--- src/rtl/stage_sequencer_pkg.sv ---
`default_nettype none
// ============================================================================
//  Module      : stage_sequencer_pkg
//  Description : Shared stage encoding and widths for the stage sequencer and
//                the register-file control that decodes its stage output.
//  Contents    : STAGE_W, INSTR_W, PC_W, WAIT_W, stage_e, is_mem_stage()
//  Revision    : 1.0  initial release
// ============================================================================
package stage_sequencer_pkg;

    localparam int STAGE_W = 3;
    localparam int INSTR_W = 32;
    localparam int PC_W    = 32;
    localparam int WAIT_W  = 8;

    typedef enum logic [STAGE_W-1:0] {
        STAGE_FETCH           = 3'd0,
        STAGE_MEMORY_READ     = 3'd1,
        STAGE_REGISTER_UPDATE = 3'd2,
        STAGE_MEMORY_WRITE    = 3'd3,
        STAGE_PC_UPDATE       = 3'd4,
        STAGE_IDLE            = 3'd5,
        STAGE_HALTED          = 3'd6
    } stage_e;

    // Stages that hold a memory request open until mem_ready or timeout.
    function automatic logic is_mem_stage(input stage_e s);
        return (s == STAGE_FETCH) || (s == STAGE_MEMORY_READ) ||
               (s == STAGE_MEMORY_WRITE);
    endfunction

endpackage
`default_nettype wire

--- src/rtl/stage_sequencer.sv ---
`default_nettype none
// ============================================================================
//  Module      : stage_sequencer
//  Description : Multi-cycle instruction stage sequencer:
//                FETCH -> MEMORY_READ -> REGISTER_UPDATE -> MEMORY_WRITE
//                -> PC_UPDATE, with IDLE/HALTED parking states, a per-stage
//                memory wait timeout and a sticky bus_error flag.
//  Ports       : clk, rst (async, active-high)
//                run, halt_req       - start/resume, stop after instruction
//                mem_ready, instr_in - memory handshake and fetched word
//                pc_load, pc_target  - branch target taken in PC_UPDATE
//                stage               - registered stage code
//                mem_req, mem_we     - memory request / write qualifier
//                pc, instr, retired  - architectural state
//                bus_error           - sticky memory-timeout flag
//  Revision    : 1.0  initial release
// ============================================================================
module stage_sequencer
    import stage_sequencer_pkg::*;
#(
    parameter logic [PC_W-1:0] RESET_PC    = 32'h0,
    parameter int unsigned     MEM_TIMEOUT = 255
) (
    input  logic               clk,
    input  logic               rst,
    input  logic               run,
    input  logic               halt_req,
    input  logic               mem_ready,
    input  logic [INSTR_W-1:0] instr_in,
    input  logic               pc_load,
    input  logic [PC_W-1:0]    pc_target,
    output logic [STAGE_W-1:0] stage,
    output logic               mem_req,
    output logic               mem_we,
    output logic [PC_W-1:0]    pc,
    output logic [INSTR_W-1:0] instr,
    output logic [31:0]        retired,
    output logic               bus_error
);

    // Last wait count before the stage is declared timed out.
    localparam logic [WAIT_W-1:0] c_wait_last = WAIT_W'(MEM_TIMEOUT - 1);

    stage_e             r_stage;
    logic [PC_W-1:0]    r_pc;
    logic [INSTR_W-1:0] r_instr;
    logic [31:0]        r_retired;
    logic               r_bus_error;
    logic               r_halt_pending;
    logic [WAIT_W-1:0]  r_wait_cnt;

    stage_e             w_stage_nxt;
    logic [PC_W-1:0]    w_pc_nxt;
    logic [INSTR_W-1:0] w_instr_nxt;
    logic [31:0]        w_retired_nxt;
    logic               w_bus_error_nxt;
    logic               w_halt_pending_nxt;
    logic [WAIT_W-1:0]  w_wait_cnt_nxt;
    logic               w_timeout;

    always_ff @(posedge clk or posedge rst) begin
        if (rst) begin
            r_stage        <= STAGE_IDLE;
            r_pc           <= RESET_PC;
            r_instr        <= '0;
            r_retired      <= '0;
            r_bus_error    <= 1'b0;
            r_halt_pending <= 1'b0;
            r_wait_cnt     <= '0;
        end else begin
            r_stage        <= w_stage_nxt;
            r_pc           <= w_pc_nxt;
            r_instr        <= w_instr_nxt;
            r_retired      <= w_retired_nxt;
            r_bus_error    <= w_bus_error_nxt;
            r_halt_pending <= w_halt_pending_nxt;
            r_wait_cnt     <= w_wait_cnt_nxt;
        end
    end

    always_comb begin
        w_stage_nxt        = r_stage;
        w_pc_nxt           = r_pc;
        w_instr_nxt        = r_instr;
        w_retired_nxt      = r_retired;
        w_bus_error_nxt    = r_bus_error;
        w_halt_pending_nxt = r_halt_pending;
        w_wait_cnt_nxt     = '0;
        w_timeout          = 1'b0;

        // The counter only runs while a memory stage is stalled; completion,
        // timeout and every non-memory stage leave it at zero, so each memory
        // stage is entered with a fresh count.
        if (is_mem_stage(r_stage) && !mem_ready) begin
            if (r_wait_cnt == c_wait_last) begin
                w_timeout = 1'b1;
            end else begin
                w_wait_cnt_nxt = r_wait_cnt + 8'd1;
            end
        end

        if (halt_req && (is_mem_stage(r_stage) ||
                         (r_stage == STAGE_REGISTER_UPDATE))) begin
            w_halt_pending_nxt = 1'b1;
        end

        case (r_stage)
            STAGE_IDLE: begin
                if (run) begin
                    w_stage_nxt = STAGE_FETCH;
                end
            end
            STAGE_FETCH: begin
                if (mem_ready) begin
                    w_instr_nxt = instr_in;
                    w_stage_nxt = STAGE_MEMORY_READ;
                end
            end
            STAGE_MEMORY_READ: begin
                if (mem_ready) begin
                    w_stage_nxt = STAGE_REGISTER_UPDATE;
                end
            end
            STAGE_REGISTER_UPDATE: begin
                w_stage_nxt = STAGE_MEMORY_WRITE;
            end
            STAGE_MEMORY_WRITE: begin
                if (mem_ready) begin
                    w_stage_nxt = STAGE_PC_UPDATE;
                end
            end
            STAGE_PC_UPDATE: begin
                w_pc_nxt      = pc_load ? pc_target : r_pc + 32'd4;
                w_retired_nxt = r_retired + 32'd1;
                if (r_halt_pending || halt_req) begin
                    w_stage_nxt        = STAGE_HALTED;
                    w_halt_pending_nxt = 1'b0;
                end else begin
                    w_stage_nxt = STAGE_FETCH;
                end
            end
            STAGE_HALTED: begin
                // A halt_req arriving with run re-arms the halt so the
                // resumed instruction stops again at its PC_UPDATE.
                if (run) begin
                    w_stage_nxt        = STAGE_FETCH;
                    w_bus_error_nxt    = 1'b0;
                    w_halt_pending_nxt = halt_req;
                end
            end
            default: begin
                w_stage_nxt = STAGE_IDLE;
            end
        endcase

        // A stalled memory stage that hits the limit abandons the
        // instruction; mem_ready in that same cycle has already won above.
        if (w_timeout) begin
            w_stage_nxt        = STAGE_HALTED;
            w_bus_error_nxt    = 1'b1;
            w_halt_pending_nxt = 1'b0;
        end
    end

    assign stage     = r_stage;
    assign mem_req   = is_mem_stage(r_stage);
    assign mem_we    = (r_stage == STAGE_MEMORY_WRITE);
    assign pc        = r_pc;
    assign instr     = r_instr;
    assign retired   = r_retired;
    assign bus_error = r_bus_error;

endmodule
`default_nettype wire

--- config.mk ---
export PLATFORM = sky130hd
export DESIGN_NAME = stage_sequencer
export DESIGN_NICKNAME = d
export VERILOG_FILES = /design/src/rtl/stage_sequencer_pkg.sv /design/src/rtl/stage_sequencer.sv
export SDC_FILE = /design/constraint.sdc
export NUM_CORES = 1
export LEC_CHECK = 0
export CORE_MARGIN = 3
export CORE_UTILIZATION = 31
export DETAILED_ROUTE_END_ITERATION = 8
export SLEW_MARGIN = 20
export SYNTH_ARGS = -nofsm -noshare
export SYNTH_HDL_FRONTEND = slang
export SYNTH_SLANG_ARGS = --single-unit
--- constraint.sdc ---
create_clock -name clk -period 4 [get_ports clk]
set_input_delay 0.8 -clock clk [delete_from_list [all_inputs] [get_ports clk]]
set_output_delay 0.8 -clock clk [all_outputs]
set_load 0.01 [all_outputs]
**Yosys cells after proc, flatten, opt, wreduce, memory -nomap -nowiden**

Index checks and enable logic that the tools add are counted.

- Mux-type cells: 20
- Reductions and logical operators: 14
- $add $sub $neg: 3
- Equality and inequality tests: 11

Operator list:

| cell | count |
|---|---|
| 32-bit by 1-bit adder with 32-bit output, second input constant | 1 |
| 32-bit by 3-bit adder with 32-bit output, second input constant | 1 |
| 32-bit two-way mux | 1 |
| 3-bit two-way mux | 6 |
| 3-bit one-hot mux with 6 select lines | 1 |
| 8-bit two-way mux | 2 |
| 3-bit == test, second input constant | 3 |
| 1-bit two-way mux | 9 |
| 8-bit by 1-bit adder with 8-bit output, second input constant | 1 |
| 8-bit == test, second input constant | 1 |
| 3-bit by 2-bit == test with 1-bit output, second input constant | 2 |
| 3-bit inequality test, second input constant | 2 |
| 1-bit logical OR | 4 |
| 2-bit AND reduction | 2 |
| 4-bit AND reduction | 1 |
| 2-bit nonzero test | 2 |
| 3-bit by 1-bit == test with 1-bit output, second input constant | 1 |
| 3-bit logical NOT | 1 |
| 3-bit by 1-bit inequality test with 1-bit output, second input constant | 1 |
| 3-bit by 2-bit inequality test with 1-bit output, second input constant | 1 |
| 1-bit logical AND | 2 |
| 1-bit one-hot mux with 2 select lines | 1 |
| 2-bit OR reduction | 1 |
| 1-bit logical NOT | 1 |

- Flip-flop bits (word level): 109
- Input bits: 70
- Logic and storage cells: 55

**Logic depth before layout (Yosys ltp)**

- Depth after elaboration: 9
- Mapped depth: 8
- Mapped depth without buffers: 6

**Worst setup path after synthesis**

Ideal clock, no wire load.

- Path kind: reg2reg
- Start: reg r_stage[2] (netlist: stage[2])
- End: reg r_retired[15] (netlist: retired[15])
- Arrival: 1.960 ns
- Required time: 3.921 ns
- Stages on the path, launching flop included: 7
- Buffers on the path: 1
- Path slack: 1.961 ns
- Path through: dfstp_2 -> buf_4 -> nor3b_4 -> nand3_2 -> or3_4 -> nor3_2 -> xor2_1

- Word-level cells in the longest chain between the ends: 1

RTL lines:

| item | line | source |
|---|---|---|
| start: declaration | stage_sequencer.sv:44 | `stage_e r_stage;` |
| start signal: assignment | stage_sequencer.sv:71 | `r_stage <= w_stage_nxt;` |
| 3-bit == test | stage_sequencer.sv:107 | `case (r_stage)` |
| end signal: assignment | stage_sequencer.sv:74 | `r_retired <= w_retired_nxt;` |
| end: declaration | stage_sequencer.sv:47 | `logic [31:0] r_retired;` |

No other way between the ends.
A chain may end at the register's enable or synchronous reset.

**Final worst setup path**

- Start: reg r_stage[0] (netlist: stage[0])
- End: out mem_req

- Word-level cells in the longest chain between the ends: 3
- Elaborated cells between the ends (all ways): 5
- Those cells by class: eq/ne: 2; reduce/logical: 3

RTL lines:

| item | line | source |
|---|---|---|
| 3-bit by 1-bit == test with 1-bit output / 3-bit logical NOT (equally long branches) | stage_sequencer_pkg.sv:28 | `return (s == STAGE_FETCH) \|\| (s == STAGE_MEMORY_READ) \|\|` |
| 1-bit logical OR | stage_sequencer_pkg.sv:28 |  |
| 1-bit logical OR (*) | stage_sequencer_pkg.sv:28 |  |
| end: declaration | stage_sequencer.sv:33 | `output logic mem_req,` |

Every way passes the cells marked *; elsewhere a longest branch is shown, timed or not.

==> qor_table.md <==
| Stage | Parameter | This run |
|:---|:---|:---|
| sta | Relative slew margins | 31.8% |
| global routing | Global router's overall resource usage | 15.6% |
| clock network | Clock network latency to the later pin of the worst-skew pair | 0.35 ns |
| run | Max-cap violations | 0 |
| sta | Fin. max-slew vios | 0 |
| global routing | Number of antenna violations at the first check in global routing | 0 |
| floorplan | Standard cell core area | 16700 µm² |
| detailed routing | Total wire length | 14.6 mm |
| layout | Cell area after layout | 7560 µm² |
| critical path | Worst R2R Start | stage[2]$_DFFE_PP1P_ |
| detailed routing | Total iterations of the first detailed-routing run | 4 |
| clock network | Clk buf depth | 2 |
| clock network | Cell at the root of the clock tree | clkbuf_16 |
| placed design | Detailed placement HPWL | 10.5 mm |
| clock network | H-tree levels | 3 |
| critical path | Worst reg2reg endpoint | pc[27]$_DFFE_PP0P_ |
| detailed routing | Via count of the routed design | 4545 |
| synth | Area of the mapped netlist | 5330 µm² |
| floorplan | Die Width | 137 µm |
| power and ir drop | Areal power density over the cells | 610 nW/µm² |
| min path | Worst Hold Launch | retired[31]$_DFFE_PP0P_ |
| layout | Most used cells in the layout excluding fill and tap cells | clkdlybuf4s50_1, dfrtp_1, nand2_1, nand3_1, mux2_2 |
| floorplan | Effective utilization at floorplan | 31.9% |
| synth | Number of enable flip-flop cells after synthesis | 0 |
| detailed routing | Drt first-iter violations | 267 |
| floorplan | Row count | 47 |
| clock network | Total setup buffers inserted after CTS | 0 |
| sta | Setup repair after global routing missed its margin | no |
| layout | Fraction of final layout cells with drive strength greater than 1 | 10.5% |
| detailed routing | Via density per instance | 5.07 |
| clock network | Post-CTS Hold Buffers | 0 |
| critical path | Critical Path Sink Type | primary output |
| synth | Flop and latch count out of synthesis | 109 |
| run status | Outcome | complete, no violations |
| critical path | Number of cells traversed by the worst register-to-register path | 5 |
| global routing | Number of global-route vias before repair | 4360 |
| sta | Slew at the pin closest to its max-slew limit | 1.02 ns |
| critical path | Arrival time reported for the critical path endpoint | 1.94 ns |
| floorplan | Full die area | 18800 µm² |
| layout | Leading cell type in the layout, fill and taps excluded | clkdlybuf4s50_1 |
| power and ir drop | Peak ir drop on the vdd network | 346 µV |
| layout | Number of nets in the layout | 745 |
| placed design | Count of input and output buffers | 171 |
| global routing | Pin count of the biggest net entering global routing | 91 |
| clock network | Cts repair resizes | 0 |
| synth | Number of instances in the synthesized netlist | 509 |
| synth | Net count after synthesis | 583 |
| global routing | Wire length of the first global-routing pass | 23.2 mm |
| placed design | DP Area | 7260 µm² |
| critical path | Worst R2R Setup Slack | 1.48 ns |
| sta | Final number of hold-violating endpoints | 0 |
| clock network | CTS clock-pin slew for the worst setup and hold paths | 0.07 ns |
| floorplan | Overall die height | 137 µm |
| min path | Hold Crit Class | flop to flop |
| clock network | CTS Sinks | 109 |
| sta | # setup viols final | 0 |
| layout | Signed area change from the synthesized netlist to the final layout | 42.0% |
| synth | Sequential fraction of the synthesis area | 51.3% |
| min path | Endpoint of the worst hold-timing path | retired[31]$_DFFE_PP0P_ |
| synth | Yosys cell types | 56 |
| synth | Fraction of registers with async set or reset after synthesis | 100% |
| sta | WHS | 0.483 ns |
| critical path | Max FO, Critical Path | 16 |
| sta | Upper clock frequency limit | 0.365 GHz |
| min path | Number of cells on the worst hold path | 1 |
| clock network | CTS Buf Count | 9 |
| placed design | Last weighted congestion value of the routability-driven placer | 0.830 |
| global routing | Grt ovf | 0 |
| detailed routing | Antenna viol nets, final | 0 |
| sta | Fin crit share | 68.4% |
| sta | Worst clock skew | 0.0104 ns |
| detailed routing | Routed wirelength normalized by instance count | 16.3 µm |
| layout | Fillers | 1567 |
| sta | Final worst path period need | 2.74 ns |
| critical path | Classification of the worst setup path | flop to primary output |
| layout | Count of antenna diodes in the layout | 0 |
| clock network | CTS tree | built |
| critical path | Startpoint type of the worst setup path | flop |
| floorplan | I/O pin cnt | 172 |
| synth | Count of yosys warnings during synthesis | 0 |
| synth | Synth Flop Type | dfrtp_1 |
| power and ir drop | Static Leak | 0.00302 µW |
| synth | Syn Area/Cell | 10.5 µm² |
| sta | Setup total negative slack | 0 ns |
| detailed routing | Final routed DRC violation total | 0 |
| critical path | Required time of the critical path | 3.20 ns |
[cell type report]
class / count / area (µm²) / share of cell area, %
clock buffer: 12 / 246 / 3.26
multi-input combinational: 366 / 2470 / 32.7
tap: 220 / 275 / 3.64
clock inverter: 4 / 56.3 / 0.745
sequential: 109 / 2730 / 36.1
timing repair buffer: 176 / 1740 / 23.1
inverter: 9 / 38.8 / 0.513
[critical path, stage by stage, from the launching register on]
cell,delay [ns]
dfstp_2,0.73
nand2b_1,0.17
and2_1,0.15
clkdlybuf4s50_1,0.54
[Yosys cell counts, types with 2 or more instances]
cell / number / area, µm²
o2bb2ai_1: 2 / 17.5
nand3_1: 43 / 215
nor3_1: 10 / 50.1
a21oi_1: 20 / 100
nor4_1: 12 / 75.1
and3_1: 12 / 75.1
o21ai_0: 17 / 85.1
a311o_1: 5 / 50.1
clkbuf_1: 19 / 71.3
mux2i_1: 5 / 50.1
and4_1: 4 / 35.0
nor4_2: 2 / 25.0
ha_1: 4 / 50.1
dfstp_2: 2 / 52.6
and2_1: 5 / 31.3
a31oi_1: 2 / 12.5
nor2_1: 33 / 124
buf_1: 2 / 7.51
buf_2: 3 / 15.0
a211oi_1: 4 / 30.0
dfrtp_1: 107 / 2680
a2bb2oi_1: 3 / 26.3
nand2b_1: 5 / 31.3
o211ai_1: 6 / 45.0
mux2_2: 34 / 383
o22ai_1: 3 / 18.8
or3_1: 6 / 37.5
xnor2_1: 23 / 201
nand2_1: 45 / 169
xor2_1: 14 / 123
nand4_2: 2 / 25.0
inv_1: 9 / 33.8
nand4_1: 15 / 93.8
o31ai_1: 2 / 15.0
a22oi_1: 2 / 15.0
nor3_2: 4 / 40.0
nor2b_1: 4 / 25.0
[cells by family after synthesis]
group | count (synthesis) | synth area share [%]
compound gates | 74 | 9.14
mux | 39 | 8.13
simple gates | 212 | 21.9
flops | 109 | 51.3
xor+xnor | 37 | 6.09
fa+ha+maj | 4 | 0.940
buf+inv | 34 | 2.54
[per-stage QoR]
step	util [%]	total power [µW]	std cells	worst slack [ns]
final	45.3	4610	896	1.26
after global routing	45.3	4910	896	1.15
after CTS	45.3	4670	896	1.24
after detailed placement	43.5	3730	880	1.45
after global placement	43.4	3680	880	1.49
after floorplan	-	2700	509	0.329
[how the worst max path moves through the flow]
| stage | start | cells past startpoint | end | slack (ns) |
|---|---|---|---|---|
| 2_1_floorplan | rst | 1 | bus_error$_DFFE_PP0P_ | 0.33 |
| 3_3_place_gp | mem_ready | 4 | instr[22]$_DFFE_PP0P_ | 1.49 |
| 3_5_place_dp | mem_ready | 4 | instr[19]$_DFFE_PP0P_ | 1.45 |
| 4_1_cts | stage[0]$_DFFE_PP1P_ | 3 | mem_req | 1.24 |
| 5_1_grt | stage[0]$_DFFE_PP1P_ | 3 | mem_req | 1.15 |
| 6_report | stage[0]$_DFFE_PP1P_ | 3 | mem_req | 1.26 |
[state kept, by name, indices dropped and copies added (netlist names)]
signal / count
r_wait_cnt: 8
retired: 32
bus_error: 1
instr: 32
r_halt_pending: 1
pc: 32
stage: 3
[layer usage]
metal  vias up  wire length, µm  track usage (%)
met3         8              938             4.67
met4         0              148             4.32
li1       2171                -                -
met1      2240             6280             20.1
met2       126             7270             25.4
met5         -                0                0
[power by group]
group	leakage (µW)	internal, µW	switching (µW)
clock	0.000147	508	408
combinational	0.00153	1050	782
sequential	0.00135	1460	396
No activity file was read; power rests on OpenSTA's default activity.
